**src/rtl/pio_write_fifo.sv**
```systemverilog
// pio_write_fifo: CPU-to-FPGA mailbox. Avalon-MM writes to address 0 are
// buffered in a DEPTH-entry FIFO; the FPGA-side consumer sees the head word
// on rddata while update_avail is high, and acknowledges it with read_rst.
// Status, free-slot count and a sticky overflow flag are readable by the CPU.
module pio_write_fifo #(
   parameter  int DATA_WIDTH = 32,
   parameter  int DEPTH      = 4,
   localparam int COUNT_W    = $clog2(DEPTH + 1)
) (
   input  logic                  clk,
   input  logic                  rst_n,
   // Avalon-MM slave
   input  logic [1:0]            avs_s0_address,
   input  logic                  avs_s0_chipselect,
   input  logic                  avs_s0_write_n,
   input  logic                  avs_s0_read_n,
   input  logic [DATA_WIDTH-1:0] avs_s0_writedata,
   output logic [DATA_WIDTH-1:0] avs_s0_readdata,
   // FPGA-side consumer
   output logic                  update_avail,
   output logic [DATA_WIDTH-1:0] rddata,
   input  logic                  read_rst,
   output logic                  overflow
);

   localparam int PTR_W = (DEPTH > 1) ? $clog2(DEPTH) : 1;

   localparam logic [1:0] ADDR_DATA   = 2'd0;
   localparam logic [1:0] ADDR_STATUS = 2'd1;
   localparam logic [1:0] ADDR_FREE   = 2'd2;

   // Storage and bookkeeping state
   logic [DATA_WIDTH-1:0] storage_q [DEPTH];
   logic [PTR_W-1:0]      wr_ptr_q,    wr_ptr_d;
   logic [PTR_W-1:0]      rd_ptr_q,    rd_ptr_d;
   logic [COUNT_W-1:0]    count_q,     count_d;
   logic                  overflow_q,  overflow_d;
   logic [DATA_WIDTH-1:0] readdata_q,  readdata_d;

   // Decoded strobes
   logic                  sel;
   logic                  wr_strobe;
   logic                  rd_strobe;
   logic                  push;
   logic                  pop;
   logic                  full;
   logic                  empty;
   logic                  do_store;
   logic                  drop;
   logic                  clr_ovf;

   // Read-side views of the state
   logic [DATA_WIDTH-1:0] head_word;
   logic [DATA_WIDTH-1:0] status_word;
   logic [DATA_WIDTH-1:0] free_word;
   logic [COUNT_W-1:0]    free_slots;
   logic [DATA_WIDTH-1:0] rd_mux;

   // Bus decode and push/pop qualification
   always_comb begin
      sel       = avs_s0_chipselect;
      wr_strobe = sel & ~avs_s0_write_n;
      rd_strobe = sel & ~avs_s0_read_n;
      full      = (count_q == COUNT_W'(DEPTH));
      empty     = (count_q == '0);
      push      = wr_strobe & (avs_s0_address == ADDR_DATA);
      pop       = read_rst & ~empty;
      // A push into a full FIFO still lands if the consumer frees the head
      // slot on the same edge.
      do_store  = push & (~full | pop);
      drop      = push & full & ~pop;
      clr_ovf   = wr_strobe & (avs_s0_address == ADDR_STATUS) & avs_s0_writedata[0];
   end

   // Next-state for pointers, occupancy and the sticky overflow flag
   always_comb begin
      wr_ptr_d   = wr_ptr_q;
      rd_ptr_d   = rd_ptr_q;
      count_d    = count_q;
      overflow_d = overflow_q;

      if (do_store) begin
         wr_ptr_d = wr_ptr_q + PTR_W'(1);
      end
      if (pop) begin
         rd_ptr_d = rd_ptr_q + PTR_W'(1);
      end

      unique case ({do_store, pop})
         2'b10:   count_d = count_q + COUNT_W'(1);
         2'b01:   count_d = count_q - COUNT_W'(1);
         default: count_d = count_q;
      endcase

      // Clear first so that a dropped push in the same cycle wins.
      if (clr_ovf) begin
         overflow_d = 1'b0;
      end
      if (drop) begin
         overflow_d = 1'b1;
      end
   end

   // CPU-visible register views and read mux
   always_comb begin
      head_word   = storage_q[rd_ptr_q];
      free_slots  = COUNT_W'(DEPTH) - count_q;
      free_word   = DATA_WIDTH'(free_slots);
      status_word = '0;
      status_word[COUNT_W-1:0]  = count_q;
      status_word[DATA_WIDTH-1] = overflow_q;

      unique case (avs_s0_address)
         ADDR_DATA:   rd_mux = head_word;
         ADDR_STATUS: rd_mux = status_word;
         ADDR_FREE:   rd_mux = free_word;
         default:     rd_mux = '0;
      endcase

      // readdata only moves on a read strobe; otherwise it holds.
      readdata_d = readdata_q;
      if (rd_strobe) begin
         readdata_d = rd_mux;
      end
   end

   // Control state register; reset discards everything immediately
   always_ff @(posedge clk or negedge rst_n) begin
      if (!rst_n) begin
         wr_ptr_q   <= '0;
         rd_ptr_q   <= '0;
         count_q    <= '0;
         overflow_q <= 1'b0;
         readdata_q <= '0;
      end else begin
         wr_ptr_q   <= wr_ptr_d;
         rd_ptr_q   <= rd_ptr_d;
         count_q    <= count_d;
         overflow_q <= overflow_d;
         readdata_q <= readdata_d;
      end
   end

   // One register per FIFO entry, written only when selected by wr_ptr.
   // Entries are reset so rddata reads 0 after reset even while empty.
   for (genvar gi = 0; gi < DEPTH; gi++) begin : g_entry
      // Capture the pushed word into this entry when it is the write target
      always_ff @(posedge clk or negedge rst_n) begin
         if (!rst_n) begin
            storage_q[gi] <= '0;
         end else if (do_store && (wr_ptr_q == PTR_W'(gi))) begin
            storage_q[gi] <= avs_s0_writedata;
         end
      end
   end

   assign avs_s0_readdata = readdata_q;
   assign update_avail    = ~empty;
   assign rddata          = head_word;
   assign overflow        = overflow_q;

endmodule

```
**config.mk**
```make
export PLATFORM = sky130hd
export DESIGN_NAME = pio_write_fifo
export DESIGN_NICKNAME = d
export VERILOG_FILES = /design/src/rtl/pio_write_fifo.sv
export SDC_FILE = /design/constraint.sdc
export NUM_CORES = 1
export LEC_CHECK = 0
export ABC_CLOCK_PERIOD_IN_PS = 2650
export CAP_MARGIN = 10
export CORE_MARGIN = 1
export CORE_UTILIZATION = 40
export CTS_CLUSTER_SIZE = 8
export DETAILED_ROUTE_END_ITERATION = 16
export HOLD_SLACK_MARGIN = 0.02
export PLACE_DENSITY_LB_ADDON = 0.15
export SLEW_MARGIN = 20
export SYNTH_ARGS = -nofsm -noshare
export SYNTH_HDL_FRONTEND = slang
export SYNTH_SLANG_ARGS = --single-unit
```
**constraint.sdc**
```tcl
create_clock -name clk -period 2.65 [get_ports clk]
set_input_delay 0.3975 -clock clk [delete_from_list [all_inputs] [get_ports clk]]
set_output_delay 0.3975 -clock clk [all_outputs]
set_load 0.02 [all_outputs]
```
* Yosys cells after proc, flatten, opt, wreduce, memory -nomap -nowiden
Cells that the tools add are included.
** Operators by class
- $add $sub $neg :: 5
- Magnitude comparators :: 1
- Equal/unequal tests :: 8
- Muxes and demuxes :: 7
- Bitwise logic cells :: 16
- Reductions and logical operators :: 9
** Operators with widths (number)
- one-hot mux 32 bit (3 select lines) :: 1
- binary-select mux 32 bit (select 2 bit) :: 1
- two-way mux 32 bit :: 2
- AND 1 bit :: 9
- equality test 2 bit (second input constant) :: 4
- equality test 2 x 1 -> 1 bit (second input constant) :: 3
- one-hot mux 3 bit (2 select lines) :: 1
- inverter 1 bit :: 5
- adder 2 x 1 -> 2 bit (second input constant) :: 2
- logical AND 1 bit :: 4
- logical NOT 2 bit :: 2
- nonzero test 2 bit :: 2
- adder 3 x 1 -> 3 bit (second input constant) :: 1
- equality test 3 bit (second input constant) :: 1
- greater-or-equal comparator 3 bit (second input constant) :: 1
- logical NOT 3 bit :: 1
- inverter 2 -> 3 bit :: 1
- subtractor 3 x 1 -> 3 bit (second input constant) :: 1
- subtractor 3 bit (first input constant) :: 1
- two-way mux 1 bit :: 2
- OR 1 bit :: 1
** Storage, ports and cells
- Register bits after elaboration :: 168
- Input port bits :: 40
- Output and inout bits :: 66
- Logic and storage cells :: 55

* Longest topological paths before layout
- Depth in word-level cells :: 7
- Gate-level depth with buffers :: 9
- Mapped depth without buffers :: 9

* Worst setup path before layout
Ideal clock, no wire load.
- Path kind :: register to register
- From :: register count_q[0]
- To :: register storage_q[103] (netlist name)
- Library setup time :: 0.125 ns
- Data arrival time :: 1.960 ns
- Data required time :: 2.525 ns
- Path slack :: 0.564 ns
- Stages on the path, launching flop included :: 9
- Path buffers :: 1
- Period minus slack after synthesis :: 2.086 ns
- Cell sequence :: dfrtp_1 -> inv_1 -> ha_1 -> ha_1 -> nand2b_1 -> a21oi_4 -> nand2_4 -> buf_6 -> mux2_4
** On the way
- Cells in the longest elaborated chain, start to end :: 6
- Elaborated cells between the ends (all ways) :: 8
- Classes of those cells :: eq/ne (1); bitwise (5); reduce/logical (2)
** RTL lines
- from (decl) :: RTL line 36 : logic [COUNT_W-1:0] count_q, count_d;
- from (signal assigned) :: RTL line 138 : count_q <= count_d;
- logical NOT 3 bit :: RTL line 65 : empty = (count_q == '0);
- inverter 1 bit :: RTL line 67 : pop = read_rst & ~empty;
- AND 1 bit :: RTL line 67
- OR 1 bit (*) :: RTL line 70 : do_store = push & (~full | pop);
- AND 1 bit (*) :: RTL line 70
- logical AND 1 bit (*) :: RTL line 151 : end else if (do_store && (wr_ptr_q == PTR_W'(gi))) begin
- to (signal, indexed assignment) :: RTL line 152 : storage_q[gi] <= avs_s0_writedata;
- to (decl) :: RTL line 33 : logic [DATA_WIDTH-1:0] storage_q [DEPTH];
Every way passes the cells marked *; elsewhere a longest branch is shown, timed or not.
A chain may end at the register's enable or synchronous reset.

* Worst setup path in the final report
- From :: register rd_ptr_q[0]
- To :: output rddata[5]
** On the way
- Cells in the longest elaborated chain, start to end :: 4
** RTL lines
- from (decl) :: RTL line 35 : logic [PTR_W-1:0] rd_ptr_q, rd_ptr_d;
- from (signal assigned) :: RTL line 137 : rd_ptr_q <= rd_ptr_d;
- inverter 2 -> 3 bit (implied by the code) :: RTL line 106 : head_word = storage_q[rd_ptr_q];
- binary-select mux 32 bit (select 2 bit) :: RTL line 106
- two-way mux 32 bit (implied by the code) (2 in a row) :: RTL line 106
- to (decl) :: RTL line 21 : output logic [DATA_WIDTH-1:0] rddata,
No other way between the ends. The select of a mux whose other input is x is not followed.

==> results.md <==
Status:
- The run finished with clean final reports.

Global route:
- Entering global routing, the biggest net connects 73 pins.
- The number of global-route vias before repair is 4629.
- For this run, the total global-route usage over all layers was measured as 17.9%.
- The number of antenna violations at the first check in global routing is 0.
- Summed over all layers, the global routing overflow is 0.
- The first global-routing pass estimated 24.8 mm of wire.

Setup path:
- The number of cells on the worst reg-to-reg path is 8.
- The critical path is of the reg -> out type.
- The startpoint kind of the worst setup timing path is a flop.
- For the worst setup path, the data required time is 2.25 ns.
- Along the worst path, the maximum fanout reaches 16.
- STA classifies the critical path endpoint as an output port.
- The worst reg2reg path endpoint is storage_q[108].
- The setup check on the worst reg-to-reg path leaves a slack of 0.39 ns.
- For the worst setup path, the data arrival time is 2.17 ns.
- Tracing the worst setup path back leads to its startpoint at rd_ptr_q[0].
- The startpoint identified for the worst register-to-register timing path is count_q[0].

Placement:
- Input and output buffers added on the ports amount to 105.
- Detailed placement ended at an HPWL of 10.1 mm.
- The number of placed instances, taps included, is 776.
- The weighted congestion at the end of routability-driven global placement is 0.771.
- OpenSTA, run right after detailed placement, puts the worst setup slack at 0.154 ns.
- In this run the cell area measured after placement is 8710 sq um.

Power and ir drop:
- IR analysis of the VDD net gives a maximum drop of 0.000618 V.
- In this run the static leakage power is 4.32 nW.
- The cell area power density is 1180 nW/um^2.

Floorplanning:
- For this configuration, the core starts out at a cell density of 40.7%.
- The total core area is 17900 sq um.
- The die is 137 microns wide.
- The height of the chip is 137 microns.
- Pin placement for this block handled 106 I/O pins.
- The number of standard-cell rows in the floorplan is 49.
- The floorplan die area is 18800 sq um.

Clock network:
- The buffer cell driving the clock tree root is sky130_fd_sc_hd__clkbuf_16.
- In this run the deepest clock path goes through 2 buffers.
- TritonCTS built the clock tree.
- Post-CTS timing repair inserted 0 buffers for setup.
- The clock tree synthesis step divided the H-tree into 4 levels.
- The clock latency of the later-clocked register in the worst-skew pair is 0.42 ns.
- After clock tree synthesis, the clock-pin slew on the worst setup and hold paths is 0.07 ns.
- The clock net in this run drives a total of 168 sinks.
- In this run, CTS created clock tree buffers numbering 17.

Timing:
- Setup repair after global routing left no endpoint under its margin.
- For the pin with the worst max-slew slack, the measured transition is 0.724 ns.
- Setup slack closes at 0.0852 ns.
- The part of the cycle the worst path needs is 96.8%.
- Setup violations remaining at the end of the flow were counted as 0.
- The timing-limited maximum frequency is 0.390 GHz.
- The final sum of negative setup slack is 0 ns.
- The count of pins over their slew limit came to 0.
- In this run the tightest slew margin relative to its limit is 51.7%.
- The minimum period implied by the final worst setup slack is 2.56 ns.
- The clock skew after layout is 0.00990 ns.
- The number of hold violations in the final report is 0.

Routing:
- After detailed routing, the met2 layer carries 7.94 mm of wire.
- The routed design uses 435 microns of met3 wire.
- For this run, the detailed router's first-pass iteration total came to 4.
- In the final routed layout, each cell accounts on average for 19.0 microns.
- The wire length after detailed routing is 15.3 mm.
- The top routing layer in use is met4.
- Summing over every cut layer, the via total after detailed routing is 4225.
- The detailed router's first-iteration violation count is 157.
- The number of antenna-violating nets in the routed design is 0.
- The wire length on met1 is 6.78 mm.
- The number of vias per cell after detailed routing is 5.23.
- After detailed routing, the number of remaining DRC violations is 0.

Hold path:
- The tightest min-delay check is of the in -> async type.

Layout:
- With fillers left out, the area of the finished cells amounts to 9320 sq um.
- The number of inserted diodes is 0.
- The area growth from synthesis to layout is 27.7%.
- In the final layout, the share of cells above drive strength 1 is 38.9%.
- Measured on the finished design, the core utilization comes to 52.0%.
- The number of standard cells in the layout, taps in and fillers out is 808.
- For this run, the post-layout net count is 614.

Logic synthesis:
- The commonest register cell after synthesis is sky130_fd_sc_hd__dfrtp_1.
- The synthesized area divided by synthesized cell count is 16.3 sq um.
- The Yosys warning count is 0.
- The most common cell in the netlist is sky130_fd_sc_hd__dfrtp_1.
- The register area share after synthesis is 57.6%.
- The synthesized instance count is 447.
- By area the synthesized netlist is led by sky130_fd_sc_hd__dfrtp_1 58%, sky130_fd_sc_hd__mux2_2 19%, sky130_fd_sc_hd__mux4_2 9.9%, sky130_fd_sc_hd__a22o_1 3.4%, sky130_fd_sc_hd__buf_6 1.9%.
- The synthesized netlist occupies a cell area of 7290 sq um.
- After synthesis the netlist holds a flip-flop and latch count of 168.
- Of all flip-flops after synthesis, the portion carrying an async set or reset was 100%.
- The net count of the mapped netlist is 495.
- The number of enable flip-flop cells after synthesis is 0.
- Ranked by instance count, the synthesized netlist is headed by 168 x sky130_fd_sc_hd__dfrtp_1, 120 x sky130_fd_sc_hd__mux2_2, 32 x sky130_fd_sc_hd__mux4_2.
- The distinct cell type count after synthesis is 30.
- The area fraction of the dominant cell type after synthesis is 57.6%.
- Of all cell types, the one taking the most synthesized area is sky130_fd_sc_hd__dfrtp_1.

Run:
- Max-cap violations in this run came to 0.
==> flip-flops by register name, summed over array words and instances, names as in the netlist <==
name and cells:
overflow 1, wr_ptr_q 2, avs_s0_readdata 32, count_q 3, rd_ptr_q 2, storage_q 128
==> worst max-delay path, cell delays in order (launching register included) <==
cell	delay (ns)
sky130_fd_sc_hd__dfrtp_2	0.40
sky130_fd_sc_hd__buf_8	0.22
sky130_fd_sc_hd__mux4_2	0.57
sky130_fd_sc_hd__clkdlybuf4s50_1	0.56
==> metal layers <==
metal,GRT usage [%],up-vias
met5,0,-
met4,5.49,0
met3,3.63,14
met2,30.8,65
met1,22.7,2251
li1,-,1895
==> layout by cell type, fill, tap and decap left out, types with 3 or more instances in the layout <==
cell                              netlist  routed
sky130_fd_sc_hd__nor2b_1                3       3
sky130_fd_sc_hd__mux4_2                32      32
sky130_fd_sc_hd__clkbuf_8               0       3
sky130_fd_sc_hd__clkdlybuf4s50_1        0      99
sky130_fd_sc_hd__inv_1                  8       8
sky130_fd_sc_hd__xnor2_1                5       5
sky130_fd_sc_hd__inv_6                  0       4
sky130_fd_sc_hd__clkinv_2               0       3
sky130_fd_sc_hd__ha_1                   7       7
sky130_fd_sc_hd__buf_4                  0      13
sky130_fd_sc_hd__clkbuf_16              0      17
sky130_fd_sc_hd__nand2_4                4       4
sky130_fd_sc_hd__dfrtp_1              168     166
sky130_fd_sc_hd__nand2_1               10      10
sky130_fd_sc_hd__mux2_2               120     120
sky130_fd_sc_hd__mux2_4                 8       8
sky130_fd_sc_hd__a22o_1                28      28
sky130_fd_sc_hd__buf_12                 0       8
sky130_fd_sc_hd__nand3_1                3       3
sky130_fd_sc_hd__nor2_1                 4       4
sky130_fd_sc_hd__dlymetal6s2s_1         0       5
==> what timing repair did <==
| item | in CTS | in global routing |
|---|---|---|
| endpoints found under the hold margin | 0 | 0 |
| hold buffers | 0 | 0 |
| endpoints found under the setup margin | 14 | 5 |
| gates resized for setup | 2 | 5 |
==> kinds of logic (layout without fill, tap and decap cells) <==
| family | count (synthesis) | in the layout | synth area share (%) |
|---|---|---|---|
| flops | 168 | 168 | 57.6 |
| xor+xnor | 5 | 5 | 0.600 |
| simple gates | 32 | 32 | 2.59 |
| fa+ha+maj | 8 | 8 | 1.48 |
| buf+inv | 35 | 167 | 3.09 |
| mux | 162 | 162 | 30.3 |
| compound gates | 37 | 37 | 4.29 |
==> area by class of cell <==
cell class	instances	area, sq um
timing repair buffer	127	1340
sequential	168	4210
fill	1497	8590
clock buffer	20	467
tap	229	287
multi-input combinational	244	2870
inverter	8	30.0
clock inverter	12	115
==> worst max-delay path by stage <==
stage,to,slack (ns)
5_1_grt,rddata[10],0.009
6_report,rddata[5],0.09
4_1_cts,rddata[27],0.02
3_3_place_gp,storage_q[108],0.17
2_1_floorplan,storage_q[103],0.56
3_5_place_dp,storage_q[20],0.15
==> power by group <==
part / leakage, nW / switching, W / total (W) / internal, W
clock network: 0.286 / 0.00104 / 0.00242 / 0.00138
logic: 1.87 / 0.00195 / 0.00446 / 0.00250
registers: 2.17 / 0.000511 / 0.00410 / 0.00358
total: 4.32 / 0.00350 / 0.0110 / 0.00747
==> stage by stage <==
stage,hold slack [ns],total power [W]
floorplan,0.102,0.00687
CTS,0.0364,0.0111
finish,0.00333,0.0110
global placement,0.467,0.00852
global route,0.0662,0.0116
detailed placement,0.479,0.00866
Power figures use the tool's default switching activity.
